`src/rtl/module_control_mult.sv`:
```
// ============================================================================
// Module   : module_control_mult
// Purpose  : Keypad entry controller for a two-operand BCD-to-binary multiply.
// Revision : 1.0 - initial release
// ============================================================================
`default_nettype none

module module_control_mult #(
  parameter int N_DIGITOS = 2,
  parameter int OP_W      = 7
) (
  input  logic            clk,
  input  logic            rst,
  input  logic [3:0]      dato_i,
  input  logic            dato_listo_i,
  input  logic            enter_i,
  input  logic            borrar_i,
  input  logic            mult_done_i,
  output logic [OP_W-1:0] op_a_o,
  output logic [OP_W-1:0] op_b_o,
  output logic            mult_start_o,
  output logic            listo_o,
  output logic            error_o,
  output logic [2:0]      estado_o
);

  localparam int CW = $clog2(N_DIGITOS + 1);
  localparam logic [CW-1:0] c_max_cnt = CW'(N_DIGITOS);

  typedef enum logic [2:0] {
    CAP_A    = 3'd0,
    CAP_B    = 3'd1,
    ARRANQUE = 3'd2,
    ESPERA   = 3'd3,
    LISTO    = 3'd4
  } state_t;

  state_t          r_state, w_state_nxt;
  logic [OP_W-1:0] r_op_a, r_op_b, w_op_a_nxt, w_op_b_nxt;
  logic [CW-1:0]   r_count, w_count_nxt;
  logic            r_error, w_error_nxt;

  logic [OP_W-1:0] w_active;
  logic [OP_W-1:0] w_shift_add;
  logic            w_digit_ok;

  assign w_digit_ok  = (dato_i < 4'd10);
  assign w_active    = (r_state == CAP_B) ? r_op_b : r_op_a;
  // Only used while count < N_DIGITOS, so the product always fits in OP_W bits
  assign w_shift_add = (w_active << 3) + (w_active << 1) + OP_W'(dato_i);

  always_ff @(posedge clk or negedge rst) begin
    if (!rst) begin
      r_state <= CAP_A;
      r_op_a  <= '0;
      r_op_b  <= '0;
      r_count <= '0;
      r_error <= 1'b0;
    end else begin
      r_state <= w_state_nxt;
      r_op_a  <= w_op_a_nxt;
      r_op_b  <= w_op_b_nxt;
      r_count <= w_count_nxt;
      r_error <= w_error_nxt;
    end
  end

  always_comb begin
    w_state_nxt = r_state;
    w_op_a_nxt  = r_op_a;
    w_op_b_nxt  = r_op_b;
    w_count_nxt = r_count;
    w_error_nxt = 1'b0;

    case (r_state)
      CAP_A, CAP_B: begin
        if (borrar_i) begin
          w_state_nxt = CAP_A;
          w_op_a_nxt  = '0;
          w_op_b_nxt  = '0;
          w_count_nxt = '0;
        end else if (enter_i) begin
          if (r_count == '0) begin
            w_error_nxt = 1'b1;
          end else if (r_state == CAP_A) begin
            w_state_nxt = CAP_B;
            w_count_nxt = '0;
          end else begin
            w_state_nxt = ARRANQUE;
          end
        end else if (dato_listo_i) begin
          if (!w_digit_ok || (r_count == c_max_cnt)) begin
            w_error_nxt = 1'b1;
          end else begin
            if (r_state == CAP_A) w_op_a_nxt = w_shift_add;
            else                  w_op_b_nxt = w_shift_add;
            w_count_nxt = r_count + CW'(1);
          end
        end
      end

      ARRANQUE: w_state_nxt = ESPERA;

      ESPERA: begin
        if (mult_done_i) w_state_nxt = LISTO;
      end

      LISTO: begin
        if (borrar_i) begin
          w_state_nxt = CAP_A;
          w_op_a_nxt  = '0;
          w_op_b_nxt  = '0;
          w_count_nxt = '0;
        end else if (enter_i) begin
          w_error_nxt = 1'b1;
        end else if (dato_listo_i) begin
          if (w_digit_ok) begin
            w_state_nxt = CAP_A;
            w_op_a_nxt  = OP_W'(dato_i);
            w_op_b_nxt  = '0;
            w_count_nxt = CW'(1);
          end else begin
            w_error_nxt = 1'b1;
          end
        end
      end

      default: begin
        w_state_nxt = CAP_A;
        w_op_a_nxt  = '0;
        w_op_b_nxt  = '0;
        w_count_nxt = '0;
      end
    endcase
  end

  assign op_a_o       = r_op_a;
  assign op_b_o       = r_op_b;
  assign mult_start_o = (r_state == ARRANQUE);
  assign listo_o      = (r_state == LISTO);
  assign error_o      = r_error;
  assign estado_o     = r_state;

endmodule

`default_nettype wire
```
`config.mk`:
```
export PLATFORM = sky130hd
export DESIGN_NAME = module_control_mult
export DESIGN_NICKNAME = d
export VERILOG_FILES = /design/src/rtl/module_control_mult.sv
export SDC_FILE = /design/constraint.sdc
export NUM_CORES = 1
export LEC_CHECK = 0
export CAP_MARGIN = 20
export CORE_ASPECT_RATIO = 0.6
export CORE_MARGIN = 8
export CORE_UTILIZATION = 30
export CTS_CLUSTER_SIZE = 14
export DETAILED_ROUTE_END_ITERATION = 16
export GPL_TIMING_DRIVEN = 0
export PLACE_DENSITY = 0.53
export REMOVE_ABC_BUFFERS = 1
export SLEW_MARGIN = 15
export SYNTH_ARGS = -nofsm -noshare
export SYNTH_HDL_FRONTEND = slang
export SYNTH_SLANG_ARGS = --single-unit
```
`constraint.sdc`:
```
create_clock -name clk -period 4.1 [get_ports clk]
set_input_delay 0.82 -clock clk [delete_from_list [all_inputs] [get_ports clk]]
set_output_delay 0.82 -clock clk [all_outputs]
set_load 0.02 [all_outputs]
```
==> impl_metrics.json <==
{
  "gpl.final_weighted_congestion": 0.757,
  "layout.cells.non_filler": 225,
  "boundary_pin_count": 30,
  "syn-instance-count": 133,
  "detailroute.via_count": 1060,
  "synth_seq_area_share_pct": 36.1,
  "postCtsResizedCells": 0,
  "yosysWarningCount": 0,
  "fin_nets": 185,
  "power_report.internal_total_mw": 0.681,
  "setup_violations": 0,
  "pin_count_of_the_biggest_net_entering_global_routing": 21,
  "synthMostInstantiatedCell": "sky130_fd_sc_hd__dfrtp_1",
  "library_cell_contributing_the_largest_single_delay_on_the_critical_path": "sky130_fd_sc_hd__dfrtp_1",
  "crit_type": "reg2reg",
  "cts.repair_timing.setup_buffer_count": 0,
  "endpoint_kind": "flip-flop",
  "setup_repair_after_global_routing_missed_its_margin": "no",
  "floorplan.initialDensity_pct": 30.7,
  "detail_route.wirelength_um": 3500,
  "synthesis.area_per_instance_um2": 10.4,
  "synthesis.area_um2": 1390,
  "timing.critical_path.slowest_cell_delay_ps": 630,
  "timing.final.crit_period_ps": 3460,
  "placement_rows": 19,
  "power.ir.vdd_worst_v": 0.000316,
  "outcome": "finished, final reports clean",
  "grt.total_usage_pct": 10.5,
  "numCtsBuffers": 3,
  "post_dp_cell_area_um2": 1740,
  "route.detailed.drc": 0,
  "timing.critical_path.fanout_max": 14,
  "gr-total-overflow": 0,
  "core_footprint_um2": 4520,
  "antenna_violating_nets_post_route": 0,
  "p_sw_mw": 0.521,
  "totalNegativeSetupSlack_ps": 0,
  "ctsHoldBuffers": 0,
  "numClockSinks": 20,
  "number_of_inserted_filler_cells_in_the_final_layout": 461,
  "power.switching_fraction_pct": 43.3,
  "dpl.cell_count": 221,
  "post_route_cells_drive_above_1_share_pct": 6.17,
  "max_slew_margin_pct": 37.6,
  "timing.critical_path.required_ps": 4290,
  "worst-slew-pin-transition_ps": 934,
  "place.detailed.hpwl_um": 2730,
  "finalClockSkew_ps": 0.976,
  "critPathLaunchType": "flip-flop",
  "final_area_um2": 1790,
  "drt_pass1_iterations": 4,
  "drt_iter0_markers": 63,
  "power.share.sequential_pct": 28.4,
  "share_of_synthesized_registers_carrying_an_async_set_or_reset_pct": 100,
  "total_leakage_power_nw": 0.838,
  "cts_max_path_buffers": 2,
  "hp-class": "reg2reg",
  "die_w_um": 104,
  "post-route-util_pct": 39.7,
  "seq_area_um2": 500,
  "power_density_nw_per_um2": 670,
  "cap_violations": 0,
  "clkSlewWorstSetupHoldPaths_ps": 80,
  "hold_fails_final_rpt": 0,
  "tritoncts": "yes",
  "clkLatencyLatePin_ps": 260,
  "clock_tree.root_cell": "sky130_fd_sc_hd__clkbuf_8",
  "antennaDiodeCount": 0,
  "synth_commonest_cells": "sky130_fd_sc_hd__dfrtp_1 (20), sky130_fd_sc_hd__mux2_1 (15), sky130_fd_sc_hd__nor2_1 (13)",
  "routed_wire_length_per_instance_um": 15.6,
  "die_outline_height_um": 68.7,
  "dominantRegCellSynth": "sky130_fd_sc_hd__dfrtp_1",
  "route.detailed.vias_per_inst": 4.71,
  "synth_edf_count": 0,
  "die_area_um2": 7120,
  "fmaxAchievable_ghz": 0.289,
  "multi_input_area_um2": 830,
  "io_buffer_count": 29,
  "p_clk_share_pct": 12.7,
  "timing.final.crit_share_pct": 84.4,
  "worst-endpoint-arrival_ps": 3640,
  "synth-seq-cells": 20,
  "htree_levels": 1,
  "number_of_antenna_violations_at_the_first_check_in_global_routing": 0,
  "synth_top_cell_by_area": "sky130_fd_sc_hd__dfrtp_1",
  "share_comb_of_total_power_pct": 58.9,
  "yosysUniqueCellTypes": 33,
  "vias_in_the_first_global_route": 1128,
  "grt_pass1_wl_um": 5930,
  "netlist_top_cells_area": "sky130_fd_sc_hd__dfrtp_1 (36%), sky130_fd_sc_hd__mux2_1 (12%), sky130_fd_sc_hd__ha_1 (9.0%), sky130_fd_sc_hd__nor2_1 (3.5%), sky130_fd_sc_hd__a21oi_1 (2.9%)",
  "yosys.area.top_type_share_pct": 36.1,
  "cp_cell_sequence": "nor3b_4 -> mux2_1 -> fa_1 -> inv_1 -> fa_1 -> inv_1 -> a21o_1 -> a21oi_1 -> xnor3_1 -> o22ai_2",
  "synth_to_final_area_change_pct": 29.2,
  "final-max-slew-violation-count": 0
}
==> worst max-delay path: cells and delay by family, from the launching register on <==
| kind | cells | cell delay [ps] |
|---|---|---|
| fa+ha+maj | 2 | 990 |
| flops | 1 | 630 |
| simple gates | 1 | 470 |
| mux | 1 | 430 |
| xor+xnor | 1 | 410 |
| compound gates | 3 | 300 |
| buf+inv | 2 | 140 |
==> layout make-up <==
class | count | area share [%]
Clock buffer | 4 | 3.07
Inverter | 10 | 2.09
Multi-Input combinational cell | 99 | 46.3
Sequential cell | 20 | 27.9
Tap cell | 63 | 4.40
Timing Repair Buffer | 29 | 16.2
==> metrics by stage <==
| stage | power, mW | setup WS [ps] | hold slack (ps) |
|---|---|---|---|
| 2_1_floorplan | 0.795 | 883 | 515 |
| 3_5_place_dp | 1.06 | 612 | 507 |
| 6_report | 1.20 | 641 | 530 |
| 4_1_cts | 1.22 | 597 | 538 |
| 5_1_grt | 1.31 | 453 | 557 |
| 3_3_place_gp | 1.04 | 655 | 495 |
==> layer usage <==
metal	global-route usage, %	share of wire, %	up-vias	wire [um]
met2	15.3	39	28	1370
met5	0	0	-	0
met3	4.08	7.2	2	252
met1	14.6	53	502	1860
met4	1.61	0.40	0	14
li1	-	-	528	-
==> state kept, by name, summed over array words and instances (netlist names) <==
signal	cells
op_a_o	7
op_b_o	7
r_count	2
error_o	1
estado_o	3
==> logic make-up (layout without fill, tap and decap cells) <==
group | count (synthesis) | after routing | synth area share [%]
compound gates | 27 | 27 | 14.1
xor+xnor | 4 | 4 | 3.52
fa+ha+maj | 12 | 12 | 11.9
buf+inv | 14 | 43 | 4.06
flops | 20 | 20 | 36.1
mux | 20 | 20 | 16.2
simple gates | 36 | 36 | 14.2
==> power by group through the flow <==
stage               Combinational (mW)  Sequential [mW]  Clock, mW
CTS                              0.719            0.341      0.159
global route                     0.787            0.355      0.168
global placement                 0.702            0.339          0
floorplan                        0.404            0.392          0
detailed placement               0.714            0.344          0
finish                           0.708            0.341      0.153
==> layout by cell type, fill, tap and decap left out, types with 3 or more instances in the layout <==
cell type / Yosys / layout
sky130_fd_sc_hd__ha_1: 10 / 10
sky130_fd_sc_hd__nor2_1: 13 / 13
sky130_fd_sc_hd__mux2_1: 15 / 15
sky130_fd_sc_hd__clkbuf_8: 0 / 4
sky130_fd_sc_hd__a21oi_1: 8 / 8
sky130_fd_sc_hd__and2_1: 3 / 3
sky130_fd_sc_hd__a21o_1: 4 / 4
sky130_fd_sc_hd__o21ai_1: 3 / 3
sky130_fd_sc_hd__dfrtp_1: 20 / 20
sky130_fd_sc_hd__mux2i_1: 4 / 4
sky130_fd_sc_hd__nand2_1: 6 / 6
sky130_fd_sc_hd__xor2_1: 3 / 3
sky130_fd_sc_hd__nor3_1: 3 / 3
sky130_fd_sc_hd__clkdlybuf4s50_1: 0 / 29
sky130_fd_sc_hd__inv_1: 10 / 10
sky130_fd_sc_hd__nand2b_1: 6 / 6
==> path summary, 6_finish.rpt <==
kind                              from          end  slack (ps)  cells after the start
hold reg to reg              op_a_o[2]    op_a_o[2]         530                      1
max in group asynchronous          rst    op_a_o[2]        2450                      1
min in group asynchronous          rst  estado_o[0]        1080                      1
setup reg to reg           estado_o[0]    op_b_o[6]         640                     10
hold / removal               op_a_o[2]    op_a_o[2]         530                      1
setup / recovery           estado_o[0]    op_b_o[6]         640                     10
(Power assumes the default switching activity.)
==> RTL edit: new RTL, config.mk and constraints unchanged <==
Change the parameter `OP_W` from 7 to 14.
--- a/src/rtl/module_control_mult.sv
+++ b/src/rtl/module_control_mult.sv
@@ -9,3 +9,3 @@
   parameter int N_DIGITOS = 2,
-  parameter int OP_W      = 7
+  parameter int OP_W      = 14
 ) (
Interface: changed (resized op_a_o and op_b_o); port bits go from 30 to 44. The function was not compared with the original's and may differ.
==> RTL edit against the unedited design <==
Area after synthesis rose by 74%. Maximum frequency fell by 9.0%. Sequential power rose by 64%. Total power rose by 88%. Final area rose by 74%. Count of clock-buffer cells in the layout rose by 2. Wire length rose by 76%. Worst setup slack got worse by 0.34 ns. Sequential cell count rose by 14. Die area rose by 58%. Critical endpoint is now op_b_o[10]. Largest power group unchanged.
==> RTL edit: results (changes against the unedited design) <==
| Metric | Value |
|---|---|
| Result of the run | `finished, final reports clean (unchanged)` |
| Sequential fraction of the synthesis area | `0.353 (was 0.361)` |
| Share of cell area taken by muxes after synthesis | `0.115 (was 0.162)` |
| Setup skew after layout | `0.00373 ns (was 0.000976 ns)` |
| Total leakage power | `1.41 nW (was 0.838 nW)` |
| Count of filler cells inserted in the layout | `803 (was 461)` |
| Met2 GRT Util | `0.146 (was 0.153)` |
| Via density per instance | `4.88 (was 4.71)` |
| Grt met3 use | `0.0454 (was 0.0408)` |
| Gr usage total | `0.114 (was 0.105)` |
| Layout Nets | `330 (was 185)` |
| Crit-path max FO | `16 (was 14)` |
| Post-detail-place hpwl | `4770 µm (was 2730 µm)` |
| CTS buffer count | `5 (was 3)` |
| Placer Congestion | `0.783 (was 0.757)` |
| Cell Area, Placed | `2960 µm² (was 1740 µm²)` |
| Hold crit path type | `in2async (was reg2reg)` |
| Xor/xnor share of the synthesized area | `0.0435 (was 0.0352)` |
| Synth Area in Compound Gates | `0.163 (was 0.141)` |
| Maximum vdd ir drop | `0.233 mV (was 0.316 mV)` |
| First-pass GRT wire length | `10200 µm (was 5930 µm)` |
| Top post-synthesis cells by count | `sky130_fd_sc_hd__dfrtp_1, sky130_fd_sc_hd__nand2_1, sky130_fd_sc_hd__nor2_1 (was sky130_fd_sc_hd__dfrtp_1, sky130_fd_sc_hd__mux2_1, sky130_fd_sc_hd__nor2_1)` |
| Fraction of met1 tracks used by global routing | `0.166 (was 0.146)` |
| Starting DRC count in detailed routing | `69 (was 63)` |
| Transition time at the pin with the least slew margin | `0.870 ns (was 0.934 ns)` |
| Maximum number of pins on one net before global-route repair | `20 (was 21)` |
| Via count of the first global-routing pass | `1923 (was 1128)` |
| Worst-Skew Late Latency | `0.28 ns (was 0.26 ns)` |
| Adder-cell share of the synthesized area | `0.141 (was 0.119)` |
| Slack of the worst reg-to-reg path | `0.30 ns (was 0.64 ns)` |
| Post-CTS Setup Inserts | `3 (was 0)` |
| Critical Path AT | `3.97 ns (was 3.64 ns)` |
| Largest stage delay on the critical path | `0.65 ns (was 0.63 ns)` |
| Port Buf Inserts | `43 (was 29)` |
| Fraction of registers with async set/reset | `1.00 (unchanged)` |
| Synth area leaders | `sky130_fd_sc_hd__dfrtp_1, sky130_fd_sc_hd__ha_1, sky130_fd_sc_hd__mux2_2, sky130_fd_sc_hd__nand2_1, sky130_fd_sc_hd__nor2_1 (was sky130_fd_sc_hd__dfrtp_1, sky130_fd_sc_hd__mux2_1, sky130_fd_sc_hd__ha_1, sky130_fd_sc_hd__nor2_1, sky130_fd_sc_hd__a21oi_1)` |
| Ratio of cells with drive above 1 in the final layout | `0.160 (was 0.0617)` |
| Detailed-route wire length | `6150 µm (was 3500 µm)` |
[RTL edit: layout make-up]
class / count / area [µm²] / share of cell area
clock buffer: 6 / 139 / 0.0445
multi-input combinational: 194 / 1470 / 0.471
tap: 108 / 135 / 0.0433
inverter: 11 / 41.3 / 0.0132
timing repair buffer: 48 / 487 / 0.156
sequential: 34 / 851 / 0.273
[RTL edit: per-layer routing]
metal / part of all wire / wire (µm) / vias to the layer above
li1: - / - / 976
met4: 0.011 / 66 / 0
met5: 0 / 0 / -
met2: 0.37 / 2290 / 49
met3: 0.071 / 435 / 8
met1: 0.55 / 3350 / 922
[RTL edit: power breakdown]
part	internal [mW]	switching [mW]	total [mW]
sequential	0.438	0.122	0.560
combinational	0.608	0.717	1.33
clock	0.235	0.136	0.371
total	1.28	0.975	2.26
[RTL edit: worst max-delay path, delay by kind of cell, from the launching register on]
family	cells	cell delay, ns
buffers and inverters	2	0.15
AO/OA/AOI/OAI	4	0.86
flip-flops	1	0.65
XOR/XNOR	1	0.19
AND/OR/NAND/NOR	1	0.40
adder cells (fa/ha/maj)	2	1.01
multiplexers	1	0.41
[RTL edit: path summary, 6_finish.rpt]
path / start / to / cells past startpoint
worst max-delay path: estado_o[0] / op_b_o[10] / 11
worst min register to register: op_a_o[13] / op_a_o[13] / 2
min in group clk: op_a_o[13] / op_a_o[13] / 2
worst max register to register: estado_o[0] / op_b_o[10] / 11
worst min-delay path: rst / op_a_o[1] / 1
max in group asynchronous: rst / op_b_o[12] / 2
[RTL edit: through the flow]
step	TNS, ns	cells	util	setup slack (ns)
final	0	401	0.398	0.298
after global routing	0	401	0.398	0.0770
after CTS	0	401	0.398	0.304
after detailed placement	-0.600	392	0.377	-0.134
after global placement	-2.70	390	0.371	-0.425
after floorplan	0	239	-	0.307
